File: config.mk
export PLATFORM = sky130hd
export DESIGN_NAME = eff_sel_ctrl
export DESIGN_NICKNAME = d
export VERILOG_FILES = /design/src/rtl/eff_sel_ctrl_pkg.sv /design/src/rtl/eff_sel_ctrl_sw_debounce.sv /design/src/rtl/eff_sel_ctrl.sv
export SDC_FILE = /design/constraint.sdc
export NUM_CORES = 1
export LEC_CHECK = 0
export BUFFER_PORTS_ARGS = -buffer_cell sky130_fd_sc_hd__buf_2
export CORE_ASPECT_RATIO = 1.25
export CORE_MARGIN = 1
export CORE_UTILIZATION = 49
export DETAILED_ROUTE_END_ITERATION = 12
export PLACE_DENSITY_LB_ADDON = 0.12
export RECOVER_POWER = 25
export SETUP_SLACK_MARGIN = 0.1
export SYNTH_ARGS = -nofsm -noshare
export SYNTH_HDL_FRONTEND = slang
export SYNTH_SLANG_ARGS = --single-unit
File: constraint.sdc
create_clock -name clk -period 5.67 [get_ports clk]
set_clock_uncertainty 0.15 [all_clocks]
set_input_delay 1.134 -clock clk [delete_from_list [all_inputs] [get_ports clk]]
set_output_delay 1.134 -clock clk [all_outputs]
set_load 0.1 [all_outputs]
File: src/rtl/eff_sel_ctrl_pkg.sv
// Shared types and constants for the effect-select path: gain word and effect-select word.
// The fade sequence in eff_sel_ctrl is built only when EFF_SEL_CTRL_FADE_EN is defined.
package eff_sel_ctrl_pkg;

  localparam int unsigned GAIN_W   = 8;
  localparam int unsigned GAIN_MAX = (1 << GAIN_W) - 1;
  localparam int unsigned SEL_W    = 16;

  typedef logic [GAIN_W-1:0] gain_t;
  typedef logic [SEL_W-1:0]  eff_sel_t;

endpackage

File: src/rtl/eff_sel_ctrl_sw_debounce.sv
// Multi-bit switch debouncer: the output follows the input only after the input has held
// the same value for DEB_CYCLES consecutive comparisons.
module sw_debounce #(
  parameter int unsigned WIDTH      = 16,
  parameter int unsigned DEB_CYCLES = 245760
) (
  input  logic             clk,
  input  logic             rst,
  input  logic [WIDTH-1:0] sig_i,
  output logic [WIDTH-1:0] sig_o
);

  localparam int unsigned CNT_W = (DEB_CYCLES > 1) ? $clog2(DEB_CYCLES) : 1;
  localparam logic [CNT_W-1:0] CNT_LAST = CNT_W'(DEB_CYCLES - 1);

  logic [WIDTH-1:0] r_raw;
  logic [WIDTH-1:0] r_deb;
  logic [CNT_W-1:0] r_cnt;

  // Counter saturates at CNT_LAST so a long-held input keeps refreshing the output.
  always_ff @(posedge clk) begin
    if (rst) begin
      r_raw <= '0;
      r_deb <= '0;
      r_cnt <= '0;
    end else begin
      r_raw <= sig_i;
      if (sig_i != r_raw) begin
        r_cnt <= '0;
      end else if (r_cnt == CNT_LAST) begin
        r_deb <= r_raw;
      end else begin
        r_cnt <= r_cnt + 1'b1;
      end
    end
  end

  assign sig_o = r_deb;

endmodule

File: src/rtl/eff_sel_ctrl.sv
// Click-free effect-selection controller: debounces the switch bank and swaps the effect
// select under a gain fade. Fade is built only when EFF_SEL_CTRL_FADE_EN is defined.
module eff_sel_ctrl
  import eff_sel_ctrl_pkg::*;
#(
  parameter int unsigned DEB_CYCLES = 245760,
  parameter int unsigned GAIN_W     = eff_sel_ctrl_pkg::GAIN_W,
  parameter int unsigned FADE_STEP  = 1
) (
  input  logic              clk,
  input  logic              rst,
  input  eff_sel_t          sw_i,
  input  logic              vld_i,
  output eff_sel_t          sel_o,
  output logic [GAIN_W-1:0] gain_o,
  output logic              busy_o
);

  localparam logic [GAIN_W-1:0] GAIN_UNITY = '1;

  if (FADE_STEP < 1 || FADE_STEP > ((1 << GAIN_W) - 1)) begin : g_bad_step
    $error("FADE_STEP must lie in 1..2**GAIN_W-1");
  end

  typedef enum logic [1:0] {StIdle, StFadeOut, StSwap, StFadeIn} state_e;

  state_e   r_state, w_state_nxt;
  eff_sel_t r_sel, w_sel_nxt;
  eff_sel_t r_pend, w_pend_nxt;
  eff_sel_t w_deb;

  sw_debounce #(
    .WIDTH      (SEL_W),
    .DEB_CYCLES (DEB_CYCLES)
  ) u_sw_debounce (
    .clk   (clk),
    .rst   (rst),
    .sig_i (sw_i),
    .sig_o (w_deb)
  );

`ifdef EFF_SEL_CTRL_FADE_EN
  localparam logic [GAIN_W:0] STEP_EXT = FADE_STEP[GAIN_W:0];

  logic [GAIN_W-1:0] r_gain, w_gain_nxt, w_gain_dn, w_gain_up;
  logic [GAIN_W:0]   w_gain_ext, w_diff, w_sum;

  // One extra bit of headroom so the clamps see underflow/overflow instead of a wrap.
  always_comb begin
    w_gain_ext = {1'b0, r_gain};
    w_diff     = w_gain_ext - STEP_EXT;
    w_sum      = w_gain_ext + STEP_EXT;
    w_gain_dn  = (w_gain_ext < STEP_EXT) ? '0 : w_diff[GAIN_W-1:0];
    w_gain_up  = (w_sum > {1'b0, GAIN_UNITY}) ? GAIN_UNITY : w_sum[GAIN_W-1:0];
  end

  always_ff @(posedge clk) begin
    if (rst) begin
      r_gain <= GAIN_UNITY;
    end else begin
      r_gain <= w_gain_nxt;
    end
  end

  assign gain_o = r_gain;
`else
  logic w_unused_vld;
  assign w_unused_vld = vld_i;
  assign gain_o       = GAIN_UNITY;
`endif

  always_comb begin
    w_state_nxt = r_state;
    w_sel_nxt   = r_sel;
    w_pend_nxt  = r_pend;
`ifdef EFF_SEL_CTRL_FADE_EN
    w_gain_nxt  = r_gain;
`endif
    unique case (r_state)
      StIdle: begin
        if (w_deb != r_sel) begin
          w_pend_nxt = w_deb;
`ifdef EFF_SEL_CTRL_FADE_EN
          w_state_nxt = StFadeOut;
`else
          w_state_nxt = StSwap;
`endif
        end
      end
`ifdef EFF_SEL_CTRL_FADE_EN
      StFadeOut: begin
        // Latest debounced selection wins until the swap actually happens.
        w_pend_nxt = w_deb;
        if (r_gain == '0) begin
          w_state_nxt = StSwap;
        end else if (vld_i) begin
          w_gain_nxt = w_gain_dn;
        end
      end
      StFadeIn: begin
        // A new selection reverses the fade from wherever the gain currently sits.
        if (w_deb != r_sel) begin
          w_pend_nxt  = w_deb;
          w_state_nxt = StFadeOut;
        end else if (r_gain == GAIN_UNITY) begin
          w_state_nxt = StIdle;
        end else if (vld_i) begin
          w_gain_nxt = w_gain_up;
        end
      end
`endif
      StSwap: begin
        w_sel_nxt = r_pend;
`ifdef EFF_SEL_CTRL_FADE_EN
        w_state_nxt = StFadeIn;
`else
        w_state_nxt = StIdle;
`endif
      end
      default: begin
        w_state_nxt = StIdle;
      end
    endcase
  end

  always_ff @(posedge clk) begin
    if (rst) begin
      r_state <= StIdle;
      r_sel   <= '0;
      r_pend  <= '0;
    end else begin
      r_state <= w_state_nxt;
      r_sel   <= w_sel_nxt;
      r_pend  <= w_pend_nxt;
    end
  end

  assign sel_o  = r_sel;
  assign busy_o = (r_state != StIdle);

endmodule

After elaboration in Yosys (flattened, before gate mapping)

Index checks and enable logic that the tools add are counted.

Add/subtract/negate cells: 1
Reduce and logical (&&, ||, !) cells: 5
Eq/ne operators: 3
Bitwise gates (word level): 2

Operators with widths:

| kind                                                            | count |
|---|---|
| 16-bit != test                                                  | 2 |
| 18-bit by 1-bit adder with 18-bit output, second input constant | 1 |
| 18-bit == test, second input constant                           | 1 |
| 2-bit AND reduction                                             | 2 |
| 2-bit OR reduction                                              | 2 |
| 2-bit zero test                                                 | 1 |
| 1-bit NOT                                                       | 2 |

Input port bits: 19
Word-level logic and storage cells: 17
Output and inout port bits: 25
Register bits: 83

Depth between registers and ports, before layout

Depth in word-level cells: 3
Gate-level depth with buffers: 8
Gate-level depth less buffers: 6

By module

From an unflattened synthesis, not the netlist that was laid out.

Cells, all modules: 378
Area total of the unflattened synthesis: 3753.6 um2

By module, submodules not included:

| module       | sequential area each (um2) | cells each | area each (um2) | instances |
|---|---|---|---|---|
| sw_debounce  | 1001.0                     | 226        | 2222.1          | 1 |
| eff_sel_ctrl | 660.6                      | 152        | 1531.5          | 1 |

Least setup slack after synthesis

No wires, ideal clock.

Kind: input to register
From: input port sw_i[9]
To: register u_sw_debounce.r_cnt[11]
Buffers on the path: 2
Path slack: 2875 ps
Cell stages on the path: 7
Arrival: 2580 ps
Library setup time: 65 ps
Data required time: 5455 ps
Path through: xor2_1 -> nor4_1 -> nand4_1 -> or2_2 -> clkbuf_1 -> clkbuf_1 -> nor2_1

Longest elaborated chain between the ends: 2

Ends and longest elaborated chain:

| element                             | line                           | source |
|---|---|---|
| from (decl)                         | eff_sel_ctrl.sv:12             | `input eff_sel_t sw_i,` |
| 16-bit != test                      | eff_sel_ctrl_sw_debounce.sv:28 | `if (sig_i != r_raw) begin` |
| 2-bit OR reduction (no source line) | -                              |  |
| to (signal assigned)                | eff_sel_ctrl_sw_debounce.sv:33 | `r_cnt <= r_cnt + 1'b1;` |
| to (decl)                           | eff_sel_ctrl_sw_debounce.sv:18 | `logic [CNT_W-1:0] r_cnt;` |

Every way passes these cells.
A chain may end at the register's enable or synchronous reset.

Worst setup path in the final report

From: register r_state[1]
To: output port busy_o

RTL lines:

| element                | line                | source |
|---|---|---|
| from (decl)            | eff_sel_ctrl.sv:27  | `state_e r_state, w_state_nxt;` |
| from (signal assigned) | eff_sel_ctrl.sv:128 | `r_state <= StIdle;` |
| from (signal assigned) | eff_sel_ctrl.sv:132 | `r_state <= w_state_nxt;` |
| to (decl)              | eff_sel_ctrl.sv:16  | `output logic busy_o` |

No word-level cell between the ends.

==> summary.txt <==
post-synthesis async set-or-reset flop share - 0%
critical path type - register to output pin
max-cap violations - 0
first-pass GRT wire length - 10470 um
DRT iter0 DRCs - 67
post-synthesis sequential area ratio - 46.42%
Die Height - 97.56 um
grt ovf - 0
part of the cycle the worst path needs - 48.30%
vias in the first global route - 2244
synthesized area - 3580 um^2
Layout Nets - 411
CTS buffer count - 9
Placed Area - 3761 um^2
vias per cell - 4.973
num rows - 34
Setup crit start kind - register
Ys Warns - 0
WL/cell - 13.12 um
post-synth cell types - 39
non-filler instance count after layout - 485
Sw Pwr - 246.2 uW
post-route cell area - 3940 um^2
largest net degree at the start of global routing - 83
run status - finished clean
DRT Pass-1 Iters - 4
Slew Limit Headroom - 49.16%
total wire length - 6363 um
number of H-tree levels - 3
Worst EP required - 4.39 ns
min cycle time layout - 2.739 ns
Post-Synthesis Cells - 363
detailed-route DRC error count - 0
clock power share - 37.1%
Max Root-Sink Buffers - 2
Power Internal - 787.0 uW
fin util - 56.13%
vias - 2412
initial core utilization - 51.00%
syn_area_per_cell - 9.861 um^2
All-Layer GR Usage - 17.94%
fmax - 0.3651 GHz
top_reg_cell synth - dfxtp_1
PortBufs - 34
hold buffer count at cts - 0
IO Count - 44
share of layout cells above drive strength 1 - 14.43%
flops & latches, synth - 83
DPL Wire Length - 4372 um
TNS Setup - 0 ns
Worst EP arrival - 1.45 ns
Flop pwr share - 57.3%
filler cell count - 667
die width - 78.45 um
post-route ant nets - 0
root buffer cell - clkbuf_8
static leakage - 0.001559 uW
Post-CTS Resized - 0
Final Hold Vio Count - 0
Sw Ratio - 23.83%
EDFF count, synth - 0
maximum VDD drop - 0.0001534 V
Placed Cells incl. Taps - 470
CORE AREA - 7019 um^2
Worst-path clk slew - 0.08 ns
initial antenna violation count - 0
CTS tree - yes
crit-path max FO - 18
Hold Crit Class - register to register
Max Slew Vio Count - 0
RSZ-0062 raised after global routing - false
area delta synth->final - 10.07%
DIE AREA - 7654 um^2
Least-Margin Pin Slew - 0.7520 ns
Antenna diodes - 0
CP endpoint kind - output pin
post-CTS setup repair buffer count - 0
Total Power - 1033 uW
Clk Latency, worst-skew pair - 0.35 ns
PD cells - 262.2 nW/um^2
Comb pwr share - 5.6%
Final setup viols - 0
GP Congestion - 0.7682
Num Clock Sinks - 83
[critical path: stages (launching register included)]
cell	delay (ns)
dfxtp_1	0.31
buf_4	0.30
buf_2	0.49
[cell usage after synthesis, types with 4 or more instances]
cell | number | area (um^2)
buf_4 | 8 | 60.06
clkbuf_1 | 14 | 52.55
dfxtp_1 | 83 | 1662
mux2i_1 | 49 | 490.5
nand2_1 | 7 | 26.28
nand2b_1 | 32 | 200.2
nand3_1 | 5 | 25.02
nand4_1 | 4 | 25.02
nor2_1 | 49 | 183.9
nor2b_1 | 17 | 106.4
nor3_1 | 4 | 20.02
nor4_1 | 8 | 50.05
xnor2_1 | 4 | 35.03
xor2_1 | 39 | 341.6
[sequential cells by signal, indices dropped and copies added (netlist names)]
name / count
r_pend: 16
r_state: 1
sel_o: 16
u_sw_debounce.r_cnt: 18
u_sw_debounce.r_raw: 16
u_sw_debounce.sig_o: 16
[final timing paths]
| check | from | to | slack (ns) | cells past startpoint |
|---|---|---|---|---|
| max | r_state[1] | busy_o | 2.93 | 2 |
| min | u_sw_debounce.r_raw[10] | u_sw_debounce.sig_o[10] | 0.34 | 2 |
| max reg2reg | u_sw_debounce.r_cnt[12] | u_sw_debounce.sig_o[6] | 3.18 | 5 |
| min reg2reg | u_sw_debounce.r_raw[10] | u_sw_debounce.sig_o[10] | 0.34 | 2 |
[area by class of cell]
cell class | count | area, um^2 | area share [%]
clock inverters | 3 | 23.77 | 0.6034
repair buffers | 37 | 192.7 | 4.890
multi-input cells | 258 | 1787 | 45.35
inverters | 2 | 7.507 | 0.1905
flip-flops and latches | 83 | 1662 | 42.17
well taps | 90 | 112.6 | 2.858
clock buffers | 12 | 155.1 | 3.938
[cell families (layout without fill, tap and decap cells)]
family                     after synthesis  in the layout  share of synthesized area [%]
AOI/OAI and AO/OA                       14             14                          2.692
DFF                                     83             83                          46.42
adders and majority gates                1              1                         0.3495
and+or+nand+nor                        143            143                          21.60
buffers and inverters                   29             54                          4.614
other                                    1              8                         0.1048
muxes                                   49             49                          13.70
xor gates and xnor gates                43             43                          10.52
[stage by stage]
step	setup WS, ns	hold slack (ns)
after floorplan	2.875	0.3101
after global placement	2.645	0.3225
after detailed placement	2.624	0.3320
after CTS	2.907	0.3437
after global routing	2.848	0.3586
final	2.931	0.3382
[cells in the final DEF, fill, tap and decap left out]
cell / synthesis / layout
clkinv_4: 0 / 1
a41oi_2: 0 / 1
xor2_1: 39 / 39
and3_1: 2 / 2
dfxtp_1: 83 / 83
a21oi_1: 2 / 2
a31oi_1: 1 / 1
nand2_2: 1 / 1
o21ai_0: 3 / 3
a211oi_1: 3 / 3
and4_1: 3 / 3
nand3_1: 5 / 5
nor4b_1: 1 / 1
nor3_1: 4 / 4
or3_1: 2 / 2
nor2b_1: 17 / 17
o21bai_1: 1 / 1
mux2i_1: 49 / 49
nand2b_1: 32 / 32
and3_2: 1 / 1
and2_1: 2 / 2
buf_4: 8 / 3
buf_2: 2 / 34
conb_1: 1 / 8
nor3b_1: 1 / 1
nor4_1: 8 / 8
clkbuf_1: 14 / 1
or4b_1: 1 / 1
xnor2_1: 4 / 4
nand2_1: 7 / 7
nor2_1: 49 / 49
clkbuf_8: 0 / 11
nand4_1: 4 / 4
o2111ai_1: 3 / 3
clkinvlp_4: 0 / 2
or2_2: 2 / 2
ha_1: 1 / 1
nor2_8: 1 / 1
inv_1: 2 / 2
[metal layers]
| metal | wire, um | GRT usage (%) | up-vias |
|---|---|---|---|
| met2 | 3200 | 30.30 | 25 |
| met4 | 180 | 10.40 | 0 |
| met3 | 148 | 4.038 | 13 |
| li1 | - | - | 1248 |
| met1 | 2833 | 20.46 | 1126 |
| met5 | 0 | 0 | - |
[power groups by stage]
stage               sequential [uW]  combinational (uW)  clock, uW
floorplan                       605                50.4          0
global placement                606                57.8          0
detailed placement              606                57.8          0
CTS                             593                58.1        399
global route                    593                61.9        426
finish                          593                57.4        383
(Power assumes the default switching activity.)
